File: src/rtl/coredma_param_sync_fifo.sv
// -----------------------------------------------------------------------------
// coredma_param_sync_fifo
//
// Single-clock FIFO for the CoreDMA datapath. It wraps a small word array
// with pointer/flag control, an explicit occupancy counter and a two-stage
// registered read port.
//
// Optional feature macro: FIFO_PARITY_EN
//   defined   : each stored word carries an even-parity bit; PAR_ERR pulses
//               with RD_VALID when a popped word fails the check.
//   undefined : no parity storage or logic; PAR_ERR is tied low.
//
// Ports
//   CLK, ARST_N    rising-edge clock, asynchronous active-low reset
//   FLUSH          synchronous clear of pointers, count, flags and the read pipe
//   WR_EN/WR_DATA  push request and word
//   RD_EN          pop request
//   RD_DATA        registered read word (holds when nothing is popped)
//   RD_VALID       one-cycle pulse: RD_DATA holds a newly popped word
//   FULL/EMPTY     LEVEL == DEPTH / LEVEL == 0
//   ALMOST_FULL    LEVEL >= AFULL_LVL
//   ALMOST_EMPTY   LEVEL <= AEMPTY_LVL
//   LEVEL          occupancy 0..DEPTH
//   OVERFLOW       sticky: a write was rejected
//   UNDERFLOW      sticky: a read was rejected
//   PAR_ERR        parity mismatch on the popped word (parity build only)
//
// Handshake: a write is accepted when WR_EN is high and the FIFO is not
// full, or it is full but a read is accepted on the same edge. A read is
// accepted when RD_EN is high and the FIFO is not empty. Rejected requests
// have no effect other than setting the matching sticky flag. A read
// accepted at edge N shows up on RD_DATA/RD_VALID after edge N+1.
// -----------------------------------------------------------------------------
module coredma_param_sync_fifo #(
  parameter int WIDTH      = 50,
  parameter int DEPTH_LOG2 = 2,
  parameter int AFULL_LVL  = 3,
  parameter int AEMPTY_LVL = 1
) (
  input  logic                  CLK,
  input  logic                  ARST_N,
  input  logic                  FLUSH,
  input  logic                  WR_EN,
  input  logic [WIDTH-1:0]      WR_DATA,
  input  logic                  RD_EN,
  output logic [WIDTH-1:0]      RD_DATA,
  output logic                  RD_VALID,
  output logic                  FULL,
  output logic                  EMPTY,
  output logic                  ALMOST_FULL,
  output logic                  ALMOST_EMPTY,
  output logic [DEPTH_LOG2:0]   LEVEL,
  output logic                  OVERFLOW,
  output logic                  UNDERFLOW,
  output logic                  PAR_ERR
);

  localparam int DEPTH = 2 ** DEPTH_LOG2;
  localparam logic [DEPTH_LOG2:0] DEPTH_L  = DEPTH[DEPTH_LOG2:0];
  localparam logic [DEPTH_LOG2:0] AFULL_L  = AFULL_LVL[DEPTH_LOG2:0];
  localparam logic [DEPTH_LOG2:0] AEMPTY_L = AEMPTY_LVL[DEPTH_LOG2:0];
  localparam logic [DEPTH_LOG2:0] LVL_ONE  = 1;

`ifdef FIFO_PARITY_EN
  localparam int MW = WIDTH + 1;
`else
  localparam int MW = WIDTH;
`endif

  // Word array; deliberately not reset.
  logic [MW-1:0] mem_q [DEPTH];

  logic [DEPTH_LOG2-1:0] wr_ptr_q, wr_ptr_d;
  logic [DEPTH_LOG2-1:0] rd_ptr_q, rd_ptr_d;
  logic [DEPTH_LOG2:0]   level_q, level_d;
  logic                  s1_valid_q, s1_valid_d;   // read stage 1: word captured
  logic [MW-1:0]         s1_word_q, s1_word_d;
  logic [WIDTH-1:0]      rd_data_q, rd_data_d;
  logic                  rd_valid_q, rd_valid_d;
  logic                  ovf_q, ovf_d;
  logic                  udf_q, udf_d;

  logic          full, empty, wr_acc, rd_acc, mem_we;
  logic [MW-1:0] wr_word;

  assign full   = (level_q == DEPTH_L);
  assign empty  = (level_q == '0);
  assign wr_acc = WR_EN && (!full || RD_EN);
  assign rd_acc = RD_EN && !empty;
  assign mem_we = wr_acc && !FLUSH;

  always_comb begin
`ifdef FIFO_PARITY_EN
    wr_word = {^WR_DATA, WR_DATA};
`else
    wr_word = WR_DATA;
`endif
  end

  always_comb begin
    wr_ptr_d   = wr_ptr_q;
    rd_ptr_d   = rd_ptr_q;
    level_d    = level_q;
    s1_valid_d = 1'b0;
    s1_word_d  = s1_word_q;
    rd_data_d  = rd_data_q;
    rd_valid_d = 1'b0;
    ovf_d      = ovf_q;
    udf_d      = udf_q;
    if (FLUSH) begin
      // Same as reset except RD_DATA, which keeps its last word.
      wr_ptr_d = '0;
      rd_ptr_d = '0;
      level_d  = '0;
      ovf_d    = 1'b0;
      udf_d    = 1'b0;
    end else begin
      if (wr_acc) wr_ptr_d = wr_ptr_q + 1'b1;
      if (rd_acc) rd_ptr_d = rd_ptr_q + 1'b1;
      case ({wr_acc, rd_acc})
        2'b10:   level_d = level_q + LVL_ONE;
        2'b01:   level_d = level_q - LVL_ONE;
        default: level_d = level_q;
      endcase
      if (WR_EN && !wr_acc) ovf_d = 1'b1;
      if (RD_EN && !rd_acc) udf_d = 1'b1;
      // The word is captured on the accepting edge, before a same-edge write
      // to a full FIFO can overwrite that slot, so the old word is returned.
      s1_valid_d = rd_acc;
      if (rd_acc) s1_word_d = mem_q[rd_ptr_q];
      rd_valid_d = s1_valid_q;
      if (s1_valid_q) rd_data_d = s1_word_q[WIDTH-1:0];
    end
  end

  always_ff @(posedge CLK) begin
    if (mem_we) mem_q[wr_ptr_q] <= wr_word;
  end

  always_ff @(posedge CLK or negedge ARST_N) begin
    if (!ARST_N) begin
      wr_ptr_q   <= '0;
      rd_ptr_q   <= '0;
      level_q    <= '0;
      s1_valid_q <= 1'b0;
      s1_word_q  <= '0;
      rd_data_q  <= '0;
      rd_valid_q <= 1'b0;
      ovf_q      <= 1'b0;
      udf_q      <= 1'b0;
    end else begin
      wr_ptr_q   <= wr_ptr_d;
      rd_ptr_q   <= rd_ptr_d;
      level_q    <= level_d;
      s1_valid_q <= s1_valid_d;
      s1_word_q  <= s1_word_d;
      rd_data_q  <= rd_data_d;
      rd_valid_q <= rd_valid_d;
      ovf_q      <= ovf_d;
      udf_q      <= udf_d;
    end
  end

`ifdef FIFO_PARITY_EN
  logic par_err_q, par_err_d;

  // Even parity over {parity, data} must reduce to 0 for a clean word.
  always_comb begin
    par_err_d = 1'b0;
    if (!FLUSH) par_err_d = s1_valid_q && (^s1_word_q);
  end

  always_ff @(posedge CLK or negedge ARST_N) begin
    if (!ARST_N) par_err_q <= 1'b0;
    else         par_err_q <= par_err_d;
  end

  assign PAR_ERR = par_err_q;
`else
  assign PAR_ERR = 1'b0;
`endif

  // Flags decode from the registered occupancy.
  assign FULL         = full;
  assign EMPTY        = empty;
  assign ALMOST_FULL  = (level_q >= AFULL_L);
  assign ALMOST_EMPTY = (level_q <= AEMPTY_L);
  assign LEVEL        = level_q;
  assign RD_DATA      = rd_data_q;
  assign RD_VALID     = rd_valid_q;
  assign OVERFLOW     = ovf_q;
  assign UNDERFLOW    = udf_q;

endmodule

File: config.mk
export PLATFORM = sky130hd
export DESIGN_NAME = coredma_param_sync_fifo
export DESIGN_NICKNAME = d
export VERILOG_FILES = /design/src/rtl/coredma_param_sync_fifo.sv
export SDC_FILE = /design/constraint.sdc
export NUM_CORES = 1
export LEC_CHECK = 0
export ABC_AREA = 0
export CAP_MARGIN = 15
export CORE_ASPECT_RATIO = 0.6
export CORE_MARGIN = 3
export CORE_UTILIZATION = 61
export CTS_CLUSTER_SIZE = 16
export DETAILED_ROUTE_END_ITERATION = 7
export PLACE_DENSITY_LB_ADDON = 0.3
export SETUP_SLACK_MARGIN = 0.5
export SLEW_MARGIN = 20
export SYNTH_ARGS = -nofsm -noshare
export SYNTH_HDL_FRONTEND = slang
export SYNTH_SLANG_ARGS = --single-unit
File: constraint.sdc
create_clock -name CLK -period 5.5 [get_ports CLK]
set_clock_uncertainty 0.05 [all_clocks]
set_input_delay 0.55 -clock CLK [delete_from_list [all_inputs] [get_ports CLK]]
set_output_delay 0.55 -clock CLK [all_outputs]
set_load 0.1 [all_outputs]
==> results of run 1 <==
synthesized netlist by cell type (2+ instances only):
library cell and number:
nand2b_1 3, a21oi_1 7, nand2_1 152, dfrtp_1 111
buf_2 2, nor2_1 12, mux2_2 47, edfxtp_1 200
nand3_1 4, mux4_2 48, mux2_4 3, nor2b_1 3
and2_1 4, xor2_1 2, inv_1 9, mux4_1 2
ha_1 9, buf_6 11, o21ai_0 3, buf_4 2
clkbuf_1 18
per-stage QoR:
step	total power [mW]	hold slack, ns	setup slack [ns]	instance area (um2)	cells
floorplan	5.26	0.204	1.51	11700	667
global placement	5.85	0.400	2.26	13000	996
detailed placement	5.93	0.405	2.17	13000	996
CTS	7.86	0.103	1.95	13900	1044
global route	8.11	0.124	1.79	14000	1045
finish	7.83	0.0666	1.89	14000	1045
worst max-delay path, delay by kind of cell (launching register included):
family        cells  cell delay, ns
buf+inv           3            1.43
flops             1            0.46
fa+ha+maj         1            0.36
simple gates      1            0.21
layout make-up:
cell class / instances / area [um2]
flip-flops and latches: 311 / 8790
fillers: 1026 / 4490
multi-input cells: 313 / 2700
repair buffers: 123 / 1230
clock buffers: 32 / 724
well taps: 240 / 300
clock inverters: 16 / 176
inverters: 10 / 37.5
how the worst max path moves through the flow:
stage / start / endpoint / slack [ns] / depth (start not counted)
2_1_floorplan: LEVEL[1]$_DFFE_PN0P_ / ALMOST_FULL / 1.51 / 2
3_3_place_gp: RD_EN / s1_word_q[33]$_DFFE_PN0P_ / 2.26 / 5
3_5_place_dp: RD_EN / s1_word_q[6]$_DFFE_PN0P_ / 2.17 / 5
4_1_cts: LEVEL[1]$_DFFE_PN0P_ / FULL / 1.95 / 5
5_1_grt: LEVEL[1]$_DFFE_PN0P_ / FULL / 1.79 / 5
6_report: LEVEL[1]$_DFFE_PN0P_ / FULL / 1.89 / 5
routing by layer:
metal / global-route usage (%) / vias to the layer above
met5: 0 / -
met4: 3.60 / 4
met3: 4.53 / 40
met2: 36.3 / 264
met1: 36.2 / 3141
li1: - / 2680
state kept, by name, summed over array words and instances (netlist names):
register,cells
mem_q,200
RD_DATA,50
s1_word_q,50
LEVEL,3
rd_ptr_q,2
wr_ptr_q,2
OVERFLOW,1
RD_VALID,1
UNDERFLOW,1
s1_valid_q,1
logic make-up (layout without fill, tap and decap cells):
logic type	count (synthesis)	in the layout
other	1	1
AND/OR/NAND/NOR	183	183
buffers and inverters	43	181
flip-flops	311	311
adder cells (fa/ha/maj)	9	9
multiplexers	101	101
AO/OA/AOI/OAI	16	16
XOR/XNOR	3	3
where the power goes:
part | total, mW | switching [mW] | internal [mW] | leakage [nW]
Sequential | 3.19 | 0.263 | 2.93 | 3.18
Combinational | 2.72 | 1.96 | 0.757 | 1.61
Clock | 1.92 | 0.801 | 1.12 | 0.453
==> flow_summary.json, run 1 <==
{
  "globalRouteOverflowTotal": 0,
  "synth_top_family_by_area": "multiplexers",
  "synth_nets": 731,
  "wl_met2_um": 11200,
  "htreeDepth": 1,
  "die_area_mm2": 0.0210,
  "fin_util_pct": 75.6,
  "yosys.area_share.simple_pct": 6.31,
  "setup_tns_ns": 0,
  "cts_buffers": 26,
  "worstSetupStartpointType": "register",
  "dp_hpwl_um": 13900,
  "synth-edff-count": 200,
  "routed.top_layer": "met5",
  "die_y_um": 113,
  "rr_startpoint": "LEVEL[1]$_DFFE_PN0P_",
  "wl_met1_um": 10300,
  "synth_flop_cell": "edfxtp_1",
  "synth_top_area_share_pct": 51.2,
  "final_nets": 849,
  "crit_fanout": 7,
  "dieWidth_um": 185,
  "tightest_slew_ns": 1.05,
  "grt_max_degree": 62,
  "crit_top_cell": "inv_1",
  "crit_chain": "inv_1, ha_1, nand2_1, inv_1, clkdlybuf4s50_1",
  "grt_pass1_wl_um": 37000,
  "period_share_pct": 65.6,
  "final_cell_mix": "200 x edfxtp_1, 152 x nand2_1, 113 x clkdlybuf4s50_1, 109 x dfrtp_1, 48 x mux4_2",
  "clock_latency_ns": 0.52,
  "cts.sinks": 311,
  "vias": 6129,
  "via_per_inst": 5.87,
  "core_mm2": 0.0184,
  "grt_pass1_vias": 6297,
  "cts_hold_buf": 0,
  "row_count": 38,
  "tritoncts": "done",
  "status": "complete, no violations",
  "peakVddDrop_mv": 0.442,
  "r2r-end": "mem_q[3][31]$_DFFE_PP_",
  "max_freq_ghz": 0.277,
  "antenna_found_initial": 2,
  "final_common_cell": "edfxtp_1",
  "rsz0062_at_grt": "false",
  "synthMuxAreaShare_pct": 14.6,
  "timing.slew.headroom_pct": 29.7,
  "synth.distinct_cells": 36,
  "wl_met3_um": 1810,
  "yosysTopAreaCell": "edfxtp_1",
  "drc": 0,
  "syn_inst": 667,
  "synthAdderAreaFrac_pct": 0.960,
  "drive_gt1_share_pct": 20.0,
  "syn_area_mm2": 0.0117,
  "numPortBuffers": 114,
  "n_antenna_cell": 0,
  "crit_arrival_ns": 3.01,
  "area_growth_pct": 19.0,
  "finalHoldViolations": 0,
  "cts_resized": 0,
  "powerDensity_mw_per_mm2": 561,
  "cts_setup_buffers": 0,
  "wirelength_um": 23600,
  "critical_path.max_stage_delay_ns": 1.13,
  "hold_class": "in -> async",
  "firstDrtPassIters": 5,
  "clock_path_buffers": 3,
  "ant_nets": 0,
  "root_buffer": "clkbuf_16",
  "yosysWarnings": 0,
  "r2r_slack_ns": 2.30,
  "finalCriticalPeriod_ns": 3.61,
  "synth_seq_cells": 311,
  "synth_seq_area_share_pct": 74.9,
  "drv_cap": 0,
  "syn_avg_cell_area_um2": 17.6,
  "crit_type": "reg -> out",
  "setup_violations": 0,
  "ff2ff_path_depth": 7,
  "drt_iter0_drc": 600,
  "clk_pin_slew_worst_paths_ns": 0.07,
  "pin_count": 116,
  "slowest_stage": "clkdlybuf4s50_1",
  "synth_xor_area_share_pct": 0.224,
  "grt.total_usage_pct": 23.3,
  "synth_compound_area_share_pct": 0.789,
  "power.leakage_nw": 5.24,
  "slew_viol_final": 0,
  "start_util_pct": 63.6,
  "synthArstFlopShare_pct": 35.7,
  "gp_congestion": 0.799,
  "drt-wirelength-per-cell_um": 22.6,
  "endpoint_kind": "output port",
  "synthTopCellsByArea": "edfxtp_1 51%, dfrtp_1 24%, mux4_2 9.2%",
  "worst_ep_required_time_ns": 4.90
}
Note: power is estimated with default switching activity, not from simulation.
==> run 2, diff against run 1 <==
- CORE_UTILIZATION: 61 -> 57
- clock period: 5.5 -> 3.72 ns (I/O delays scaled with it)
==> run 2 against run 1 <==
Against the previous run:
- critical path depth unchanged
- non-clock buffer count up 4
- combinational power up 46%
- worst setup slack worse by 1.2 ns
- sequential cell count unchanged
- die area up 6.7%
- power up 46%
- clock power up 43%
- critical endpoint is now ALMOST_EMPTY
- largest cell class unchanged
==> flow_summary.json, run 2 (synthesized netlist as in run 1, its figures left out) <==
{
  "drc": 0,
  "powerDensity_mw_per_mm2": 818,
  "max_freq_ghz": 0.326,
  "grt.total_usage_pct": 21.6,
  "cts_buffers": 26,
  "largest_register_ffs": 200,
  "gp_congestion": 0.841,
  "n_fill_cell": 1207,
  "endpoint_kind": "output port",
  "intPower_mw": 7.01,
  "period_share_pct": 82.5,
  "status": "complete, no violations",
  "p_sw_mw": 4.46,
  "final_cell_mix": "200 x edfxtp_1, 152 x nand2_1, 111 x clkdlybuf4s50_1, 109 x dfrtp_1, 48 x mux4_2",
  "setup_tns_ns": 0,
  "vias": 6136,
  "firstDrtPassIters": 5,
  "timing.slew.headroom_pct": 32.4,
  "layout_setup_ws_ns": 0.649,
  "numPortBuffers": 114,
  "multi_input_comb_area_mm2": 0.00270,
  "globalRouteOverflowTotal": 0,
  "slew_viol_final": 0,
  "tightest_slew_ns": 1.01,
  "drv_cap": 0,
  "via_per_inst": 5.71,
  "root_buffer": "clkbuf_16",
  "rsz0062_at_grt": "false",
  "min_from": "s1_word_q[7]$_DFFE_PN0P_",
  "ant_nets": 0,
  "cts_setup_buffers": 0,
  "clockPowerShare_pct": 23.9,
  "row_count": 39,
  "start_util_pct": 59.8,
  "p_sw_share_pct": 38.9,
  "cts_hold_buf": 1,
  "die_y_um": 117,
  "p_seq_share_pct": 41.4,
  "worst_ep_required_time_ns": 3.30,
  "grt_pass1_vias": 6369,
  "drt-wirelength-per-cell_um": 21.5,
  "grt_max_degree": 63,
  "cts.sinks": 311,
  "setup_violations": 0,
  "seq_area_mm2": 0.00879,
  "rr_startpoint": "LEVEL[1]$_DFFE_PN0P_",
  "htreeDepth": 1,
  "pin_count": 116,
  "crit_fanout": 7,
  "dieWidth_um": 191,
  "wirelength_um": 23100,
  "crit_type": "reg -> out",
  "area_growth_pct": 19.5,
  "n_antenna_cell": 0,
  "clk_pin_slew_worst_paths_ns": 0.07,
  "hold_class": "reg -> reg",
  "tritoncts": "done",
  "grt_pass1_wl_um": 36800,
  "drive_gt1_share_pct": 20.3,
  "finalCriticalPeriod_ns": 3.07,
  "critPathLaunch": "LEVEL[1]$_DFFE_PN0P_",
  "clock_latency_ns": 0.53,
  "dp_slack_ns": 0.997,
  "final_common_cell": "edfxtp_1",
  "power.leakage_nw": 5.25,
  "core_mm2": 0.0196,
  "finalHoldViolations": 0,
  "drt_iter0_drc": 475,
  "regMostFlops": "mem_q",
  "final_nets": 853,
  "cts_resized": 0,
  "p_comb_share_pct": 34.7,
  "crit_arrival_ns": 2.65,
  "clock_path_buffers": 3,
  "worstSetupStartpointType": "register",
  "dp_hpwl_um": 14000,
  "peakVddDrop_mv": 0.759,
  "antenna_found_initial": 1,
  "die_area_mm2": 0.0224
}
run 2: per-stage QoR:
step / cells / instance area, um2 / power, mW / util, % / hold WS [ns]
after CTS: 1075 / 14000 / 11.5 / 71.5 / 0.415
after global placement: 1026 / 13100 / 8.68 / 67.0 / 0.393
after global routing: 1075 / 14000 / 11.9 / 71.5 / 0.423
final: 1075 / 14000 / 11.5 / 71.5 / 0.417
after detailed placement: 1026 / 13100 / 8.78 / 67.0 / 0.403
after floorplan: 667 / 11700 / 7.77 / - / 0.0264
run 2: per-layer routing:
metal  part of all wire (%)  track usage (%)  vias to the layer above  wire length [um]
li1                       -                -                     2681                 -
met1                     45             32.6                     3168             10300
met2                     46             33.9                      244             10800
met3                    7.1             3.78                       41              1630
met4                    1.9             5.03                        2               430
met5                  0.048                0                        -                11
run 2: path summary, 6_finish.rpt:
check                      depth (start not counted)                   endpoint  slack, ns
setup / recovery                                   5               ALMOST_EMPTY       0.65
hold / removal                                     2     RD_DATA[7]$_DFFE_PN0P_       0.42
setup reg to reg                                   7     mem_q[3][41]$_DFFE_PP_       0.97
hold reg to reg                                    2     RD_DATA[7]$_DFFE_PN0P_       0.42
max in group asynchronous                          3  s1_word_q[28]$_DFFE_PN0P_       2.21
min in group asynchronous                          2     RD_DATA[1]$_DFFE_PN0P_       0.44
run 2: area by class of cell:
cell class | count | share of cell area (%)
Clock buffer | 36 | 5.35
Clock inverter | 12 | 0.812
Inverter | 10 | 0.268
Multi-Input combinational cell | 313 | 19.3
Sequential cell | 311 | 62.7
Tap cell | 266 | 2.37
Timing Repair Buffer | 127 | 9.25
run 2: critical path, stage by stage (launching register included):
cell and delay [ns]:
dfrtp_1 0.46, inv_1 0.19, ha_1 0.17, a21oi_1 0.04, nor2_1 0.10, clkdlybuf4s50_1 1.15
run 2: power groups by stage:
stage / combinational (mW) / clock, mW / sequential [mW]
final: 3.98 / 2.74 / 4.74
after global routing: 4.14 / 2.93 / 4.83
after CTS: 4.01 / 2.78 / 4.75
after detailed placement: 3.99 / 0 / 4.80
after global placement: 3.92 / 0 / 4.76
after floorplan: 1.07 / 0 / 6.69
